[src/rtl/interrupt_unit_pkg.sv]
// Shared constants for the interrupt/reset sequencer: vector map, priority
// index width and the sequencer state type.
package interrupt_unit_pkg;

    localparam logic [15:0] VEC_RESET    = 16'hFFFE;
    localparam logic [15:0] VEC_NMI      = 16'hFFFC;
    localparam logic [15:0] VEC_IRQ_BASE = 16'hFFE0;

    // Wide enough to index up to 16 maskable sources.
    localparam int PRIO_W = 4;

    typedef enum logic [1:0] {
        S_RESET,
        S_IDLE,
        S_PEND,
        S_ACK
    } iu_state_e;

    function automatic logic [15:0] irq_vector(input logic [PRIO_W-1:0] idx);
        return VEC_IRQ_BASE + {11'd0, idx, 1'b0};
    endfunction

endpackage

[src/rtl/interrupt_unit_sync2.sv]
// Two-flop synchronizer with asynchronous active-low clear; used for the NMI
// pin and for the release edge of the external reset.
module interrupt_unit_sync2 (
    input  logic clk,
    input  logic clr_n,
    input  logic d,
    output logic q
);

    logic meta;

    always_ff @(posedge clk or negedge clr_n) begin
        if (!clr_n) begin
            meta <= 1'b0;
            q    <= 1'b0;
        end else begin
            meta <= d;
            q    <= meta;
        end
    end

endmodule

[src/rtl/interrupt_unit.sv]
// Interrupt/reset sequencer: stretches reset, edge-detects NMI, prioritizes
// maskable requests under GIE and holds a request until the control unit acks.
module interrupt_unit
    import interrupt_unit_pkg::*;
#(
    parameter int NUM_IRQ  = 14,
    parameter int RST_HOLD = 4,
    parameter int ADDR_W   = 16
) (
    input  logic               clk,
    input  logic               rst_n,
    input  logic               NMI,
    input  logic               NMIIE,
    input  logic               GIE,
    input  logic [NUM_IRQ-1:0] IRQ,
    input  logic               INTACK,
    output logic               rst,
    output logic               INTREQ,
    output logic [ADDR_W-1:0]  VEC,
    output logic [NUM_IRQ-1:0] IRQACC,
    output logic               NMIACC
);

    localparam int CNT_W = $clog2(RST_HOLD + 1);

    iu_state_e          state;
    logic [CNT_W-1:0]   hold_cnt;
    logic               rst_sync;
    logic               nmi_sync;
    logic               nmi_prev;
    logic               nmi_pend;
    logic [NUM_IRQ-1:0] irq_q;

    logic               nmi_rise;
    logic               nmi_qual;
    logic               irq_any;
    logic               any_qual;
    logic               nmi_grant;
    logic [PRIO_W-1:0]  win_idx;
    logic [ADDR_W-1:0]  win_vec;
    logic [NUM_IRQ-1:0] irq_onehot;

    interrupt_unit_sync2 u_rst_sync (
        .clk   (clk),
        .clr_n (rst_n),
        .d     (1'b1),
        .q     (rst_sync)
    );

    interrupt_unit_sync2 u_nmi_sync (
        .clk   (clk),
        .clr_n (rst_n),
        .d     (NMI),
        .q     (nmi_sync)
    );

    // Highest set index wins; later iterations overwrite earlier ones.
    function automatic logic [PRIO_W-1:0] top_index(input logic [NUM_IRQ-1:0] req);
        logic [PRIO_W-1:0] idx;
        idx = '0;
        for (int i = 0; i < NUM_IRQ; i++) begin
            if (req[i]) idx = PRIO_W'(i);
        end
        return idx;
    endfunction

    assign nmi_rise  = nmi_sync & ~nmi_prev;
    assign nmi_qual  = nmi_pend & NMIIE;
    assign irq_any   = |irq_q;
    assign any_qual  = nmi_qual | irq_any;
    assign win_idx   = top_index(irq_q);
    assign win_vec   = nmi_qual ? ADDR_W'(VEC_NMI) : ADDR_W'(irq_vector(win_idx));
    assign nmi_grant = (state == S_PEND) & INTACK & nmi_qual;

    for (genvar gi = 0; gi < NUM_IRQ; gi++) begin : g_onehot
        assign irq_onehot[gi] = irq_any & ~nmi_qual & (win_idx == PRIO_W'(gi));
    end

    // Qualifier registers: GIE gating adds one cycle, NMI is held until granted.
    always_ff @(posedge clk or negedge rst_n) begin
        if (!rst_n) begin
            nmi_prev <= 1'b0;
            nmi_pend <= 1'b0;
            irq_q    <= '0;
        end else begin
            nmi_prev <= nmi_sync;
            irq_q    <= IRQ & {NUM_IRQ{GIE}};
            if (nmi_rise)
                nmi_pend <= 1'b1;
            else if (nmi_grant)
                nmi_pend <= 1'b0;
        end
    end

    always_ff @(posedge clk or negedge rst_n) begin
        if (!rst_n) begin
            state    <= S_RESET;
            hold_cnt <= '0;
            rst      <= 1'b1;
            INTREQ   <= 1'b0;
            VEC      <= ADDR_W'(VEC_RESET);
            IRQACC   <= '0;
            NMIACC   <= 1'b0;
        end else begin
            IRQACC <= '0;
            NMIACC <= 1'b0;
            case (state)
                S_RESET: begin
                    if (rst_sync) begin
                        if (hold_cnt == CNT_W'(RST_HOLD)) begin
                            state <= S_IDLE;
                            rst   <= 1'b0;
                        end else begin
                            hold_cnt <= hold_cnt + 1'b1;
                        end
                    end
                end
                S_IDLE: begin
                    if (any_qual) begin
                        state  <= S_PEND;
                        INTREQ <= 1'b1;
                        VEC    <= win_vec;
                    end
                end
                S_PEND: begin
                    if (!any_qual) begin
                        state  <= S_IDLE;
                        INTREQ <= 1'b0;
                    end else if (INTACK) begin
                        state  <= S_ACK;
                        INTREQ <= 1'b0;
                        VEC    <= win_vec;
                        IRQACC <= irq_onehot;
                        NMIACC <= nmi_qual;
                    end else begin
                        VEC <= win_vec;
                    end
                end
                S_ACK: begin
                    state <= S_IDLE;
                end
                default: begin
                    state <= S_RESET;
                end
            endcase
        end
    end

endmodule
[config.mk]
export PLATFORM = sky130hd
export DESIGN_NAME = interrupt_unit
export DESIGN_NICKNAME = d
export VERILOG_FILES = /design/src/rtl/interrupt_unit_pkg.sv /design/src/rtl/interrupt_unit_sync2.sv /design/src/rtl/interrupt_unit.sv
export SDC_FILE = /design/constraint.sdc
export NUM_CORES = 1
export LEC_CHECK = 0
export CAP_MARGIN = 0
export CORE_ASPECT_RATIO = 0.75
export CORE_MARGIN = 3
export CORE_UTILIZATION = 48
export DETAILED_ROUTE_END_ITERATION = 16
export PLACE_DENSITY = 0.79
export RECOVER_POWER = 100
export SYNTH_ARGS = -nofsm -noshare
export SYNTH_HDL_FRONTEND = slang
export SYNTH_SLANG_ARGS = --single-unit
[constraint.sdc]
create_clock -name clk -period 1.9 [get_ports clk]
set_clock_uncertainty 0.05 [all_clocks]
set_input_delay 0.38 -clock clk [delete_from_list [all_inputs] [get_ports clk]]
set_output_delay 0.38 -clock clk [all_outputs]
set_load 0.02 [all_outputs]
==> summary.txt, run 1 <==
Run status
  • Result of the run: finished clean

Pwr
  • Leakage power summed over all cells: 0.001185 uW
  • Worst voltage drop across the vdd grid: 0.0005989 V
  • Total power after layout: 2736 uW
  • PwrDens: 1069 nW/um^2

Cells and area
  • N_diodes: 0
  • Most common cell after layout, fill and taps aside: sky130_fd_sc_hd__dfrtp_1
  • Area growth from synthesis to layout: 27.49%
  • Commonest non-fill, non-tap cells in the layout: sky130_fd_sc_hd__dfrtp_1, sky130_fd_sc_hd__clkdlybuf4s50_1, sky130_fd_sc_hd__dlygate4sd3_1, sky130_fd_sc_hd__nor2_1, sky130_fd_sc_hd__conb_1
  • Final Net Count: 258
  • Fraction of final layout cells sized beyond drive strength 1: 11.97%

Floorplan
  • Number of standard-cell rows in the floorplan: 19
  • Die H: 62 um
  • Starting Density: 52.44%
  • Area of the core: 3827 sq um
  • Die boundary width: 80.67 um
  • Number of ports placed on the die boundary: 53
  • Full die area: 5001 sq um

Global route
  • Number of global-route vias before repair: 1184
  • Maximum number of pins on one net before global-route repair: 22
  • Initial antenna violation count: 0
  • Wire length of the first global-routing pass: 5402 um
  • GR Util All Layers: 14.89%
  • Total congestion overflow after global routing: 0

Setup path
  • CP cell instances: clkdlybuf4s50_1
  • Cell at the slowest stage of the critical path: sky130_fd_sc_hd__clkdlybuf4s50_1
  • Critical Path RT: 1.47 ns
  • Worst path buffer plus inverter count: 1
  • Data arrival time of the critical path: 1.43 ns
  • Critical path's top delay family: buffers and inverters
  • Largest fanout on the critical path: 2
  • Type of the setup path with the least slack: reg -> out
  • Stages on the worst setup path: 1
  • Critical Path Source Type: flop
  • Critical Path Max Stage Delay: 0.61 ns
  • Capturing element type of the critical path: output port
  • Number of cells on the worst reg-to-reg path: 5

Logic synthesis
  • Count of yosys warnings during synthesis: 0
  • Count of state elements after synthesis: 46
  • Share of synthesized registers carrying an async set or reset: 100.0%
  • Average cell area after synthesis: 11.21 sq um
  • Total standard cell area after synthesis: 2007 sq um
  • Cell variety after synth: 42
  • Post-synthesis instance total: 179
  • Number of enable flip-flop cells after synthesis: 0
  • Portion of the post-synthesis area used by sequential elements: 57.67%
  • Dominant synthesized flop cell: sky130_fd_sc_hd__dfrtp_1

Timing
  • Setup violators final: 0
  • Slew Limit Headroom: 53.54%
  • Fmax: 0.5388 GHz
  • Hold Fails Final Rpt: 0
  • Final Max Slew Viols: 0
  • Transition time at the pin with the least slew margin: 0.6969 ns
  • Final period util: 97.68%
  • Post-route setup TNS: 0 ns
  • Fin crit period: 1.856 ns

CTS
  • Clock transition at path regs: 0.08 ns
  • CTS tree: built
  • Number of clock sinks: 46
  • Clock insertion delay at the later pin of the skew report: 0.29 ns
  • Buffer cell driving the clock tree root: sky130_fd_sc_hd__clkbuf_8
  • Number of buffers added by the clock tree synthesis step: 5
  • Longest Clk Path Bufs: 2
  • H-tree levels: 2

Place
  • RD Place Congestion: 0.8266
  • Number of buffers inserted by port buffering: 40
  • Placed wire-length estimate: 2641 um

Detailed routing
  • Post-route DRC violation count: 0
  • Mean number of vias per cell: 4.692
  • Total wire length: 3375 um
  • Number of detailed-route iterations in the first pass: 5
  • Remaining antenna violation count after routing: 0
  • Violation count after the first detailed-route iteration: 27
  • Via count of the routed design: 1342
  • Wirelength per Cell: 11.80 um

Run
  • Maximum Capacitance Violations: 0

Worst hold path
  • Min-delay worst type: reg -> reg
  • Cell depth of the worst hold path: 0
-- flip-flops by register name, summed over array words and instances (netlist names), 2 cells and up --
name and flops:
irq_q 14, state 2, IRQACC 14, hold_cnt 3, VEC 4
-- through the flow --
stage / setup slack [ns] / std cells / hold WS, ns / area [sq um] / utilization, %
final: 0.04410 / 286 / 0.3079 / 2559 / 66.85
after global placement: 0.001474 / 275 / 0.2489 / 2469 / 64.50
after detailed placement: -0.05624 / 275 / 0.2469 / 2469 / 64.50
after floorplan: 0.3288 / 190 / 0.03441 / 2048 / -
after global routing: -0.004466 / 286 / 0.3230 / 2559 / 66.85
after CTS: 0.02485 / 284 / 0.3094 / 2585 / 67.54
-- power breakdown --
part	switching, uW	leakage [uW]	internal (uW)	total, uW
sequential	98.0	0.000578	1140	1230
combinational	456	0.000555	362	818
clock	290	0.0000524	393	683
total	844	0.00119	1890	2740
-- path summary, 6_finish.rpt --
path	start	endpoint	slack, ns
worst max register to register	state[0]	IRQACC[4]	0.11
worst max-delay path	VEC[2]	VEC[2]	0.04
worst min-delay path	u_nmi_sync.meta	u_nmi_sync.q	0.31
min in group asynchronous	rst_n	u_rst_sync.q	0.60
max in group asynchronous	rst_n	VEC[1]	0.27
worst min register to register	u_nmi_sync.meta	u_nmi_sync.q	0.31
-- routing by layer --
layer	share of wire [%]	vias up	GRT usage, %
met5	0	-	0
met2	46	61	24.29
met1	45	594	18.01
li1	-	682	-
met4	0.86	0	8.434
met3	8.4	5	4.611
-- kinds of logic (layout without fill, tap and decap cells) --
group                    after synthesis  in the layout  share of synthesized area [%]
AO/OA/AOI/OAI                         26             26                          8.729
adder cells (fa/ha/maj)                5              5                          3.117
buffers and inverters                 26             70                          7.481
other                                  2             13                         0.3742
flip-flops                            46             46                          57.67
multiplexers                           1              1                         0.5611
XOR/XNOR                               1              1                         0.4365
AND/OR/NAND/NOR                       72             72                          21.63
-- synth_stat cells, types with 3 or more instances --
cell type,count,area (sq um)
sky130_fd_sc_hd__dfrtp_1,41,1026
sky130_fd_sc_hd__o21ai_0,6,30.03
sky130_fd_sc_hd__dfstp_2,5,131.4
sky130_fd_sc_hd__nand3_1,7,35.03
sky130_fd_sc_hd__ha_1,5,62.56
sky130_fd_sc_hd__buf_4,12,90.09
sky130_fd_sc_hd__nor2b_1,3,18.77
sky130_fd_sc_hd__inv_1,12,45.04
sky130_fd_sc_hd__nand2_1,10,37.54
sky130_fd_sc_hd__and2_1,15,93.84
sky130_fd_sc_hd__nor3_1,5,25.02
sky130_fd_sc_hd__nor2_1,16,60.06
sky130_fd_sc_hd__a21oi_1,4,20.02
-- final cells by class --
class / count / area, sq um
Tap cell: 52 / 65.06
Sequential cell: 46 / 1157
Fill cell: 297 / 1269
Multi-Input combinational cell: 118 / 724.4
Inverter: 12 / 45.04
Clock inverter: 1 / 30.03
Timing Repair Buffer: 50 / 460.4
Clock buffer: 7 / 76.32
-- repair_timing --
action	4_1_cts	5_1_grt
hold buffers	1	0
buffers inserted	0	2
endpoints found under the hold margin	9	0
setup endpoints to repair	0	4
gates resized for setup	0	1
No activity file was read; power rests on OpenSTA's default activity.
==> run 2, diff against run 1 <==
- CAP_MARGIN: 0 -> 20
==> results of run 2 <==
The final DEF is identical to that of run 1; final timing and power are the same.
==> run 3, diff against run 2 <==
- ABC_AREA: unset -> 1
- GPL_TIMING_DRIVEN: unset -> 0
==> run 3 against run 2 <==
Net effect:
- fmax fell by 0.15%
- via count rose by 1.7%
- count of clock-buffer cells in the layout fell by 2
- synthesized area rose by 0.25%
- non-clock buffer count rose by 5
- first-iteration DRC count rose to 3.0 times the previous value
- utilization barely moved
- worst setup slack got worse by 0.0029 ns
- critical endpoint is now VEC[1]
- largest power group unchanged
==> summary.txt, run 3 <==
Setup path
  • Critical path's top delay family: buffers and inverters
  • Critical Path Source Type: flop
  • Type of the setup path with the least slack: reg -> out
  • Worst path buffer plus inverter count: 1 (unchanged)
  • Data arrival time of the critical path: 1.43 ns (about the same)
  • Critical Path Max Stage Delay: 0.59 ns (-0.02 ns)
  • CP cell instances: clkdlybuf4s50_1
  • Critical Path RT: 1.47 ns (about the same)
  • Capturing element type of the critical path: output port
  • Largest fanout on the critical path: 2 (unchanged)
  • Cell at the slowest stage of the critical path: sky130_fd_sc_hd__clkdlybuf4s50_1

Floorplan
  • Die H: 62.07 um (+0.11%)
  • Number of standard-cell rows in the floorplan: 19 (unchanged)
  • Area of the core: 3851 sq um (+0.62%)
  • Full die area: 5012 sq um (+0.22%)
  • Die boundary width: 80.76 um (+0.11%)
  • Starting Density: 52.24% (-0.19 points)
  • Number of ports placed on the die boundary: 53 (unchanged)

CTS
  • Number of buffers added by the clock tree synthesis step: 5 (unchanged)
  • Number of clock sinks: 46 (unchanged)
  • Clock insertion delay at the later pin of the skew report: 0.29 ns (about the same)
  • Buffer cell driving the clock tree root: sky130_fd_sc_hd__clkbuf_8
  • Clock transition at path regs: 0.09 ns (about the same)
  • H-tree levels: 2 (unchanged)
  • CTS tree: built
  • Post-CTS Setup Repair Bufs: 0 (unchanged)
  • Longest Clk Path Bufs: 2 (unchanged)

Run status
  • Result of the run: finished clean

Global route
  • Maximum number of pins on one net before global-route repair: 34 (+55%)
  • Wire length of the first global-routing pass: 5244 um (-2.9%)
  • Number of global-route vias before repair: 1173 (-0.93%)
  • GR Util All Layers: 14.24% (-0.64 points)
  • Initial antenna violation count: 0 (unchanged)
  • Total congestion overflow after global routing: 0 (unchanged)

Logic synthesis
  • Average cell area after synthesis: 9.767 sq um (-13%)
  • Portion of the post-synthesis area used by sequential elements: 57.52% (-0.14 points)
  • Post-synthesis instance total: 206 (+15%)
  • Proportion of netlist area held by the largest area contributor: 51.00% (-0.13 points)
  • Total standard cell area after synthesis: 2012 sq um (+0.25%)
  • Cell type with the largest total area after synthesis: sky130_fd_sc_hd__dfrtp_1
  • Cell variety after synth: 29 (-31%)
  • Commonest cells in the netlist: sky130_fd_sc_hd__nand2_1, sky130_fd_sc_hd__dfrtp_1, sky130_fd_sc_hd__inv_1, sky130_fd_sc_hd__nor2_1, sky130_fd_sc_hd__buf_4
  • Leading post-synthesis cells by cell area: sky130_fd_sc_hd__dfrtp_1, sky130_fd_sc_hd__nand2_1, sky130_fd_sc_hd__dfstp_2
  • Dominant synthesized flop cell: sky130_fd_sc_hd__dfrtp_1
  • Share of synthesized registers carrying an async set or reset: 100.0% (unchanged)
  • Number of enable flip-flop cells after synthesis: 0 (unchanged)
  • Count of state elements after synthesis: 46 (unchanged)
  • Cell with the most instances after synthesis: sky130_fd_sc_hd__nand2_1
  • Count of yosys warnings during synthesis: 0 (unchanged)

Cells and area
  • Fraction of final layout cells sized beyond drive strength 1: 17.60% (+5.6 points)
  • Post-Route Utilization: 66.83% (about the same)
  • Final Net Count: 291 (+13%)
  • Final Non-Filler Cells: 319 (+12%)
  • Number of inserted filler cells in the final layout: 337 (+13%)
  • Area growth from synthesis to layout: 27.92%
  • Most common cell after layout, fill and taps aside: sky130_fd_sc_hd__nand2_1
  • Commonest non-fill, non-tap cells in the layout: sky130_fd_sc_hd__nand2_1, sky130_fd_sc_hd__dfrtp_1, sky130_fd_sc_hd__inv_1, sky130_fd_sc_hd__nor2_1, sky130_fd_sc_hd__dlygate4sd3_1
  • N_diodes: 0 (unchanged)
  • Largest registers: IRQACC: 14 flops, irq_q: 14 flops, VEC: 4 flops
  • Finished Cell Area: 2574 sq um (+0.59%)

Detailed routing
  • Wirelength per Cell: 10.15 um (-14%)
  • Remaining antenna violation count after routing: 0 (unchanged)
  • Mean number of vias per cell: 4.279 (-8.8%)
  • Via count of the routed design: 1365 (+1.7%)
  • Post-route DRC violation count: 0 (unchanged)
  • Total wire length: 3237 um (-4.1%)
  • Violation count after the first detailed-route iteration: 82 (+200%)
  • Number of detailed-route iterations in the first pass: 4 (-1)

Timing
  • Slew Limit Headroom: 55.86% (+2.3 points)
  • Post-route setup TNS: 0 ns (unchanged)
  • Transition time at the pin with the least slew margin: 0.6621 ns (-0.03477 ns)
  • Post-route worst setup slack: 0.04122 ns (-0.002879 ns)
  • Final period util: 97.83% (+0.15 points)
  • Final Max Slew Viols: 0 (unchanged)
  • Hold Fails Final Rpt: 0 (unchanged)
  • Fin crit period: 1.859 ns (+0.002879 ns)
  • Fmax: 0.5380 GHz (-0.15%)
  • Setup violators final: 0 (unchanged)
  • Setup repair after global routing missed its margin: no

Place
  • Setup Slack @ Placement: 0.1304 ns (+0.1866 ns)
  • Number of buffers inserted by port buffering: 40 (unchanged)
  • # placed instances: 310 (+13%)
  • Placed wire-length estimate: 2593 um (-1.8%)
  • RD Place Congestion: 0.8682 (+5.0%)
  • Post-Place Cell Area: 2534 sq um (+2.6%)

Run
  • Maximum Capacitance Violations: 0 (unchanged)

Pwr
  • Leakage power summed over all cells: 0.001367 uW (+15%)
  • PwrDens: 985.7 nW/um^2 (-7.8%)
  • Worst voltage drop across the vdd grid: 0.0007401 V (+24%)

Worst hold path
  • Min-delay worst type: reg -> reg
-- run 3: changes by cell type after synthesis, moves of 4 or more --
| cell | change |
|---|---|
| sky130_fd_sc_hd__o21ai_0 | -4 |
| sky130_fd_sc_hd__nor3_1 | -4 |
| sky130_fd_sc_hd__a21oi_1 | +7 |
| sky130_fd_sc_hd__inv_1 | +16 |
| sky130_fd_sc_hd__nand2_1 | +32 |
| sky130_fd_sc_hd__inv_2 | +8 |
| sky130_fd_sc_hd__and2_1 | -15 |
-- run 3: worst paths after layout --
check / start / endpoint / slack [ns] / cells after the start
worst max register to register: irq_q[9] / state[1] / 0.14 / 7
max in group asynchronous: rst_n / rst / 0.27 / 3
worst max-delay path: VEC[1] / VEC[1] / 0.04 / 1
min in group asynchronous: rst_n / IRQACC[2] / 0.58 / 2
worst min-delay path: u_rst_sync.meta / u_rst_sync.q / 0.31 / 0
worst min register to register: u_rst_sync.meta / u_rst_sync.q / 0.31 / 0
-- run 3: layout make-up --
class,instances,area (sq um),area share (%)
Timing Repair Buffer,42,392.9,15.26
Sequential cell,46,1157,44.97
Tap cell,52,65.06,2.528
Inverter,36,135.1,5.250
Clock inverter,3,25.02,0.9723
Multi-Input combinational cell,122,635.6,24.70
Buffer,13,93.84,3.646
Clock buffer,5,68.82,2.674
-- run 3: cell families (layout without fill, tap and decap cells) --
family                   Yosys count  after routing  synth area share [%]
other                              2             13                0.3733
flip-flops                        46             46                 57.52
AO/OA/AOI/OAI                     18             18                 5.162
buffers and inverters             49             99                 11.38
AND/OR/NAND/NOR                   84             84                 21.58
XOR/XNOR                           2              2                0.8708
adder cells (fa/ha/maj)            5              5                 3.109
-- run 3: per-layer routing --
layer  share of wire, %  vias to the layer above  global-route usage (%)
met5                  0                        -                       0
met4                1.1                        0                   7.470
met3                6.8                        4                   4.323
met2                 44                       46                   22.41
met1                 48                      589                   18.16
li1                   -                      726                       -
-- run 3: per-stage QoR --
stage,power (uW),hold slack (ns)
CTS,2607,0.3060
global route,2709,0.3188
detailed placement,2011,0.2367
global placement,1985,0.2812
floorplan,1755,0.03441
finish,2537,0.3051
-- run 3: what timing repair did --
item                                    4_1_cts  5_1_grt
resized for setup                             0        3
endpoints found under the hold margin        12        0
endpoints found under the setup margin        0        3
hold buffers                                  1        0
-- run 3: where the power goes --
group / switching, uW / internal (uW) / total, uW
clock network: 321 / 265 / 586
logic: 448 / 303 / 751
registers: 73.2 / 1130 / 1200
